### src/rtl/mkio_pkg.sv
// Shared types and defaults for the MKIO Manchester receiver.
// Holds the line-level and FSM state encodings.
package mkio_pkg;

    localparam int HALF_BIT_DEF = 8;
    localparam int SYNC_TOL_DEF = 4;
    localparam int WORD_BITS    = 17;

    typedef enum logic [2:0] {
        IDLE,
        SYNC_A,
        SYNC_B,
        DATA,
        WAIT_NULL
    } state_e;

    typedef enum logic [1:0] {
        LV_N,
        LV_H,
        LV_L
    } level_e;

endpackage

### src/rtl/mkio_line_sync.sv
// Two-flop synchronizers on both line legs and H/L/N level decode.
// Everything downstream sees only the synchronized level.
module mkio_line_sync
    import mkio_pkg::*;
(
    input  logic   clk,
    input  logic   reset,
    input  logic   di1_i,
    input  logic   di0_i,
    output level_e lvl_o
);

    logic [1:0] d1_q;
    logic [1:0] d0_q;

    always_ff @(posedge clk) begin
        if (!reset) begin
            d1_q <= '0;
            d0_q <= '0;
        end else begin
            d1_q <= {d1_q[0], di1_i};
            d0_q <= {d0_q[0], di0_i};
        end
    end

    always_comb begin
        unique case ({d1_q[1], d0_q[1]})
            2'b10:   lvl_o = LV_H;
            2'b01:   lvl_o = LV_L;
            default: lvl_o = LV_N;
        endcase
    end

endmodule

### src/rtl/mkio_receiver.sv
// MKIO Manchester word receiver: sync detection, 17-bit fixed-timeline
// sampling from the sync edge, parity and encoding error flags.
module mkio_receiver
    import mkio_pkg::*;
#(
    parameter int HALF_BIT = HALF_BIT_DEF,
    parameter int SYNC_TOL = SYNC_TOL_DEF
) (
    input  logic        clk,
    input  logic        reset,
    input  logic        DI1,
    input  logic        DI0,
    output logic [15:0] data_rcv,
    output logic        cd_rcv,
    output logic        imp_rcv,
    output logic        err_parity,
    output logic        err_manch,
    output logic        busy_rcv
);

    localparam int CW = $clog2(3 * HALF_BIT + SYNC_TOL + 2);

    localparam logic [CW-1:0] SYNC_LO = CW'(3 * HALF_BIT - SYNC_TOL);
    localparam logic [CW-1:0] SYNC_HI = CW'(3 * HALF_BIT + SYNC_TOL);
    localparam logic [CW-1:0] SB_SAMP = CW'(3 * HALF_BIT / 2);
    localparam logic [CW-1:0] SB_END  = CW'(3 * HALF_BIT - 1);
    localparam logic [CW-1:0] BIT_S1  = CW'(HALF_BIT / 2);
    localparam logic [CW-1:0] BIT_S2  = CW'(3 * HALF_BIT / 2);
    localparam logic [CW-1:0] BIT_END = CW'(2 * HALF_BIT - 1);
    localparam logic [4:0]    LAST_BIT = 5'(WORD_BITS - 1);

    level_e lvl;

    mkio_line_sync u_sync (
        .clk   (clk),
        .reset (reset),
        .di1_i (DI1),
        .di0_i (DI0),
        .lvl_o (lvl)
    );

    state_e        state_q, state_d;
    logic [CW-1:0] cnt_q, cnt_d;
    logic [4:0]    bit_q, bit_d;
    level_e        pol_q, pol_d;
    level_e        s1_q, s1_d;
    logic [15:0]   shift_q, shift_d;
    logic          manch_q, manch_d;

    logic [15:0]   data_q;
    logic          cd_q, imp_q, errp_q, errm_q;

    level_e        lvl_inv;
    logic          pair_one, pair_zero, done;

    always_ff @(posedge clk) begin
        if (!reset) begin
            state_q <= IDLE;
            cnt_q   <= '0;
            bit_q   <= '0;
            pol_q   <= LV_N;
            s1_q    <= LV_N;
            shift_q <= '0;
            manch_q <= 1'b0;
        end else begin
            state_q <= state_d;
            cnt_q   <= cnt_d;
            bit_q   <= bit_d;
            pol_q   <= pol_d;
            s1_q    <= s1_d;
            shift_q <= shift_d;
            manch_q <= manch_d;
        end
    end

    assign lvl_inv   = (pol_q == LV_H) ? LV_L : LV_H;
    assign pair_one  = (s1_q == LV_H) && (lvl == LV_L);
    assign pair_zero = (s1_q == LV_L) && (lvl == LV_H);

    always_comb begin
        state_d = state_q;
        cnt_d   = cnt_q;
        bit_d   = bit_q;
        pol_d   = pol_q;
        s1_d    = s1_q;
        shift_d = shift_q;
        manch_d = manch_q;
        done    = 1'b0;
        unique case (state_q)
            IDLE: begin
                if (lvl != LV_N) begin
                    pol_d   = lvl;
                    cnt_d   = CW'(1);
                    state_d = SYNC_A;
                end
            end
            SYNC_A: begin
                if (lvl == pol_q && cnt_q < SYNC_HI) begin
                    cnt_d = cnt_q + 1'b1;
                end else if (lvl == lvl_inv && cnt_q >= SYNC_LO
                             && cnt_q <= SYNC_HI) begin
                    // cnt counts cycles since reference cycle T
                    cnt_d   = CW'(1);
                    bit_d   = '0;
                    shift_d = '0;
                    manch_d = 1'b0;
                    state_d = SYNC_B;
                end else begin
                    cnt_d   = '0;
                    state_d = WAIT_NULL;
                end
            end
            SYNC_B: begin
                cnt_d = cnt_q + 1'b1;
                if (cnt_q == SB_SAMP && lvl != lvl_inv) begin
                    cnt_d   = '0;
                    state_d = WAIT_NULL;
                end else if (cnt_q == SB_END) begin
                    cnt_d   = '0;
                    state_d = DATA;
                end
            end
            DATA: begin
                cnt_d = cnt_q + 1'b1;
                if (cnt_q == BIT_S1) begin
                    s1_d = lvl;
                end
                if (cnt_q == BIT_S2) begin
                    if (!(pair_one || pair_zero)) begin
                        manch_d = 1'b1;
                    end
                    if (bit_q == LAST_BIT) begin
                        done    = 1'b1;
                        cnt_d   = '0;
                        state_d = WAIT_NULL;
                    end else begin
                        shift_d = {shift_q[14:0], pair_one};
                    end
                end
                if (cnt_q == BIT_END) begin
                    cnt_d = '0;
                    bit_d = bit_q + 1'b1;
                end
            end
            WAIT_NULL: begin
                if (lvl != LV_N) begin
                    cnt_d = '0;
                end else if (cnt_q == CW'(1)) begin
                    cnt_d   = '0;
                    state_d = IDLE;
                end else begin
                    cnt_d = cnt_q + 1'b1;
                end
            end
            default: begin
                cnt_d   = '0;
                state_d = IDLE;
            end
        endcase
    end

    // Result registers change only on a completed word
    always_ff @(posedge clk) begin
        if (!reset) begin
            data_q <= '0;
            cd_q   <= 1'b0;
            imp_q  <= 1'b0;
            errp_q <= 1'b0;
            errm_q <= 1'b0;
        end else begin
            imp_q <= done;
            if (done) begin
                data_q <= shift_q;
                cd_q   <= (pol_q == LV_L);
                errp_q <= ~(^{shift_q, pair_one});
                errm_q <= manch_q | ~(pair_one | pair_zero);
            end
        end
    end

    always_comb begin
        busy_rcv   = (state_q == SYNC_B) || (state_q == DATA);
        data_rcv   = data_q;
        cd_rcv     = cd_q;
        imp_rcv    = imp_q;
        err_parity = errp_q;
        err_manch  = errm_q;
    end

endmodule
### config.mk
export PLATFORM = sky130hd
export DESIGN_NAME = mkio_receiver
export DESIGN_NICKNAME = d
export VERILOG_FILES = /design/src/rtl/mkio_pkg.sv /design/src/rtl/mkio_line_sync.sv /design/src/rtl/mkio_receiver.sv
export SDC_FILE = /design/constraint.sdc
export NUM_CORES = 1
export LEC_CHECK = 0
export ABC_AREA = 1
export CAP_MARGIN = 20
export CORE_MARGIN = 2
export CORE_UTILIZATION = 55
export CTS_BUF_LIST = sky130_fd_sc_hd__clkbuf_8 sky130_fd_sc_hd__clkbuf_16
export DETAILED_ROUTE_END_ITERATION = 10
export PLACE_DENSITY = 0.76
export REMOVE_ABC_BUFFERS = 1
export SETUP_SLACK_MARGIN = 0.15
export SYNTH_ARGS = -nofsm -noshare
export SYNTH_HDL_FRONTEND = slang
export SYNTH_HIERARCHICAL = 1
export SYNTH_SLANG_ARGS = --single-unit
### constraint.sdc
create_clock -name clk -period 1.85 [get_ports clk]
set_clock_uncertainty 0.05 [all_clocks]
set_input_delay 0.2775 -clock clk [delete_from_list [all_inputs] [get_ports clk]]
set_output_delay 0.2775 -clock clk [all_outputs]
set_load 0.02 [all_outputs]
==> impl_metrics.tcl <==
set metrics [dict create \
    outcome "complete, no violations" \
    cts_buffers 9 \
    combPwrFrac 0.467 \
    syn_inst 428 \
    final_cells 559 \
    clk_pin_slew_ns 0.07 \
    tritoncts "built" \
    grt_start_max_net_pins 28 \
    antenna_found_initial 0 \
    place_ws_ns -0.0151 \
    crit_start "cnt_q[0]" \
    slew_violations 0 \
    cp-end-kind "flop" \
    drt-initial-drc-count 191 \
    hold_path.class "flop to flop" \
    criticalPathCategory "flop to flop" \
    hold_violations 0 \
    worstRegToRegCells 10 \
    io_pins 25 \
    grt_overflow 0 \
    grt.total_usage 0.222 \
    route.detailed.drc 0 \
    min_period_ns 1.79 \
    placementRows 27 \
    synth_seq_area_share 0.374 \
    sequentialPowerShare 0.291 \
    clk_latency_ns 0.35 \
    route.vias.total 3093 \
    cp-endpoint "shift_q[14]" \
    setup_ws_ns 0.0570 \
    fill_cells 369 \
    fmax_mhz 558 \
    drt-total-wl_mm 8.25 \
    num_antenna_cells 0 \
    drv_cap 0 \
    p_leak_nw 1.89 \
    arrival_ns 1.95 \
    max_slew_margin 0.746 \
    fp.dieW_um 79.1 \
    p_sw_mw 2.34 \
    p_sw_frac 0.418 \
    required_ns 2.01 \
    hpwl_mm 4.67 \
    dieArea_um2 6250 \
    avgSynthCellArea_um2 7.24 \
    timing.rr.start "cnt_q[0]" \
    r2r-end "shift_q[14]" \
    r2r_setup_slack_ns 0.06 \
    synth_area_um2 3100 \
    finalCritPeriodShare 0.969 \
    vias_per_cell 5.53 \
    critPathMaxFanout 7 \
    ir_worst_vdd_v 0.000815 \
    ctsHoldBuffers 0 \
    p_int_mw 3.26 \
    drive_gt1_frac 0.326 \
    grt_first_pass_wirelength_mm 11.0 \
    wire_per_inst_um 14.8 \
    finalNetCount 493 \
    place_inst 523 \
    cts_buffer_depth 2 \
    die_y_um 79.1 \
    cts.sinks 58 \
    cts_root_buffer "clkbuf_8" \
    port_buffers 24 \
    ys_ff_latch 58 \
    coreArea_um2 5470 \
    max_slew.worst_pin.slew_ns 0.381 \
    start_kind "flop" \
    power_density_nw_per_um2 1320 \
    rsz0062_at_grt "true" \
    drtPass1Iterations 7 \
    final_antenna_net_count 0 \
    initial_core_util 0.567 \
    gp_congestion 0.907 \
    yosysWarnings 6 \
    yosysUniqueCellTypes 39 \
    finalSetupViolations 0 \
    htree_levels 3 \
    area_growth_pct 37.1 \
    grt_pass1_vias 2571 \
    power_frac_clock 0.241 \
]
power groups by stage:
stage | clock (mW) | combinational [mW] | sequential, mW
after floorplan | 0 | 1.46 | 1.57
after global placement | 0 | 1.79 | 1.59
after detailed placement | 0 | 1.85 | 1.60
after CTS | 1.36 | 1.90 | 1.57
after global routing | 1.42 | 2.87 | 1.65
final | 1.35 | 2.62 | 1.63
routing by layer:
metal  vias up  share of wire  GRT usage
met5         -              0          0
met3        35          0.060     0.0420
li1       1496              -          -
met1      1435           0.40      0.265
met4         0          0.035      0.107
met2       127           0.51      0.384
synthesized netlist by cell type:
cell type / n / area, um^2
a211oi_1: 2 / 15.0
buf_1: 1 / 3.75
nand3_1: 38 / 190
o21ai_1: 2 / 10.0
nor2_1: 28 / 105
buf_4: 1 / 7.51
nor2_8: 2 / 40.0
nand3_4: 1 / 17.5
nor3b_1: 1 / 7.51
nand3b_1: 1 / 7.51
nand2_1: 124 / 465
a31oi_1: 1 / 6.26
inv_1: 45 / 169
nor2_2: 2 / 12.5
xnor2_1: 3 / 26.3
nor2_4: 1 / 11.3
nand2_4: 2 / 22.5
o21ai_2: 11 / 96.3
buf_2: 1 / 5.00
a21oi_4: 1 / 16.3
nand3_2: 2 / 20.0
buf_6: 3 / 33.8
dfxtp_1: 58 / 1160
o211ai_1: 2 / 15.0
nor3_1: 3 / 15.0
nand4_1: 3 / 18.8
inv_4: 1 / 6.26
xor2_1: 4 / 35.0
ha_1: 7 / 87.6
clkbuf_1: 6 / 22.5
a21oi_2: 4 / 35.0
o21ai_0: 9 / 45.0
nand2_2: 4 / 25.0
o21bai_1: 1 / 7.51
inv_2: 12 / 45.0
a21oi_1: 29 / 145
nor3_2: 1 / 10.0
a211oi_2: 10 / 125
o31ai_2: 1 / 12.5
critical path: stages, from the launching register on:
cell and delay, ns:
dfxtp_4 0.37, inv_4 0.08, ha_4 0.14, nand2_2 0.06
nor2_4 0.22, nor2_4 0.07, a21oi_4 0.24, buf_6 0.18
nand2_8 0.08, a21oi_2 0.12, a211oi_2 0.05
flip-flops by register name, indices dropped and copies added (netlist names):
register and flops:
manch_q 1, bit_q 5, pol_q 2, err_manch 1, s1_q 2, u_sync/d1_q 2, imp_rcv 1, state_q 3
cnt_q 5, shift_q 16, cd_rcv 1, u_sync/d0_q 2, err_parity 1, data_rcv 16
placed cells by master, fill, tap and decap left out, types with 7 or more instances in the layout:
| cell type | n |
|---|---|
| clkdlybuf4s50_1 | 23 |
| inv_1 | 38 |
| dfxtp_2 | 7 |
| nor2_1 | 20 |
| buf_4 | 18 |
| nand2_2 | 12 |
| o21ai_0 | 9 |
| nand2_1 | 113 |
| clkbuf_8 | 11 |
| a211oi_2 | 10 |
| o21ai_2 | 12 |
| dfxtp_1 | 50 |
| a21oi_2 | 14 |
| nand3_1 | 31 |
| a21oi_1 | 18 |
| inv_2 | 16 |
metrics by stage:
step	cell area (um^2)	utilization	hold WS, ns	total power [mW]	TNS (ns)
2_1_floorplan	3030	-	0.321	3.03	0
4_1_cts	3710	0.677	0.370	4.83	0
6_report	4250	0.777	0.362	5.60	0
3_3_place_gp	3450	0.631	0.347	3.38	0
5_1_grt	4250	0.777	0.388	5.94	-0.0848
3_5_place_dp	3450	0.631	0.347	3.45	-0.0296
layout make-up:
cell class,instances,area (um^2),share of cell area
Sequential cell,58,1170,0.276
Clock buffer,11,151,0.0356
Inverter,58,240,0.0565
Clock inverter,5,77.6,0.0183
Timing Repair Buffer,52,539,0.127
Multi-Input combinational cell,303,1980,0.465
Tap cell,72,90.1,0.0212
repair_timing:
item / 4_1_cts / 5_1_grt
setup endpoints to repair: 19 / 49
endpoints found under the hold margin: 0 / 0
gates resized for setup: 6 / 91
pin swaps: 2 / 37
buffers inserted: 0 / 17
gates cloned: 0 / 3
kinds of logic (layout without fill, tap and decap cells):
group           Yosys count  in the layout  synth area share
simple gates            213            216             0.312
compound gates           73             73             0.171
buf+inv                  70            126            0.0944
flops                    58             58             0.374
fa+ha+maj                 7              7            0.0282
xor+xnor                  7              7            0.0198
worst min-delay path by stage:
| stage | cells after the start | end | slack, ns | startpoint |
|---|---|---|---|---|
| floorplan | 2 | u_sync/d0_q[0] | 0.32 | reset |
| global placement | 2 | u_sync/d1_q[1] | 0.35 | u_sync/d1_q[0] |
| detailed placement | 2 | u_sync/d0_q[1] | 0.35 | u_sync/d0_q[0] |
| CTS | 2 | u_sync/d1_q[1] | 0.37 | u_sync/d1_q[0] |
| global route | 2 | u_sync/d0_q[1] | 0.39 | u_sync/d0_q[0] |
| finish | 2 | u_sync/d1_q[1] | 0.36 | u_sync/d1_q[0] |
(Power assumes the default switching activity.)
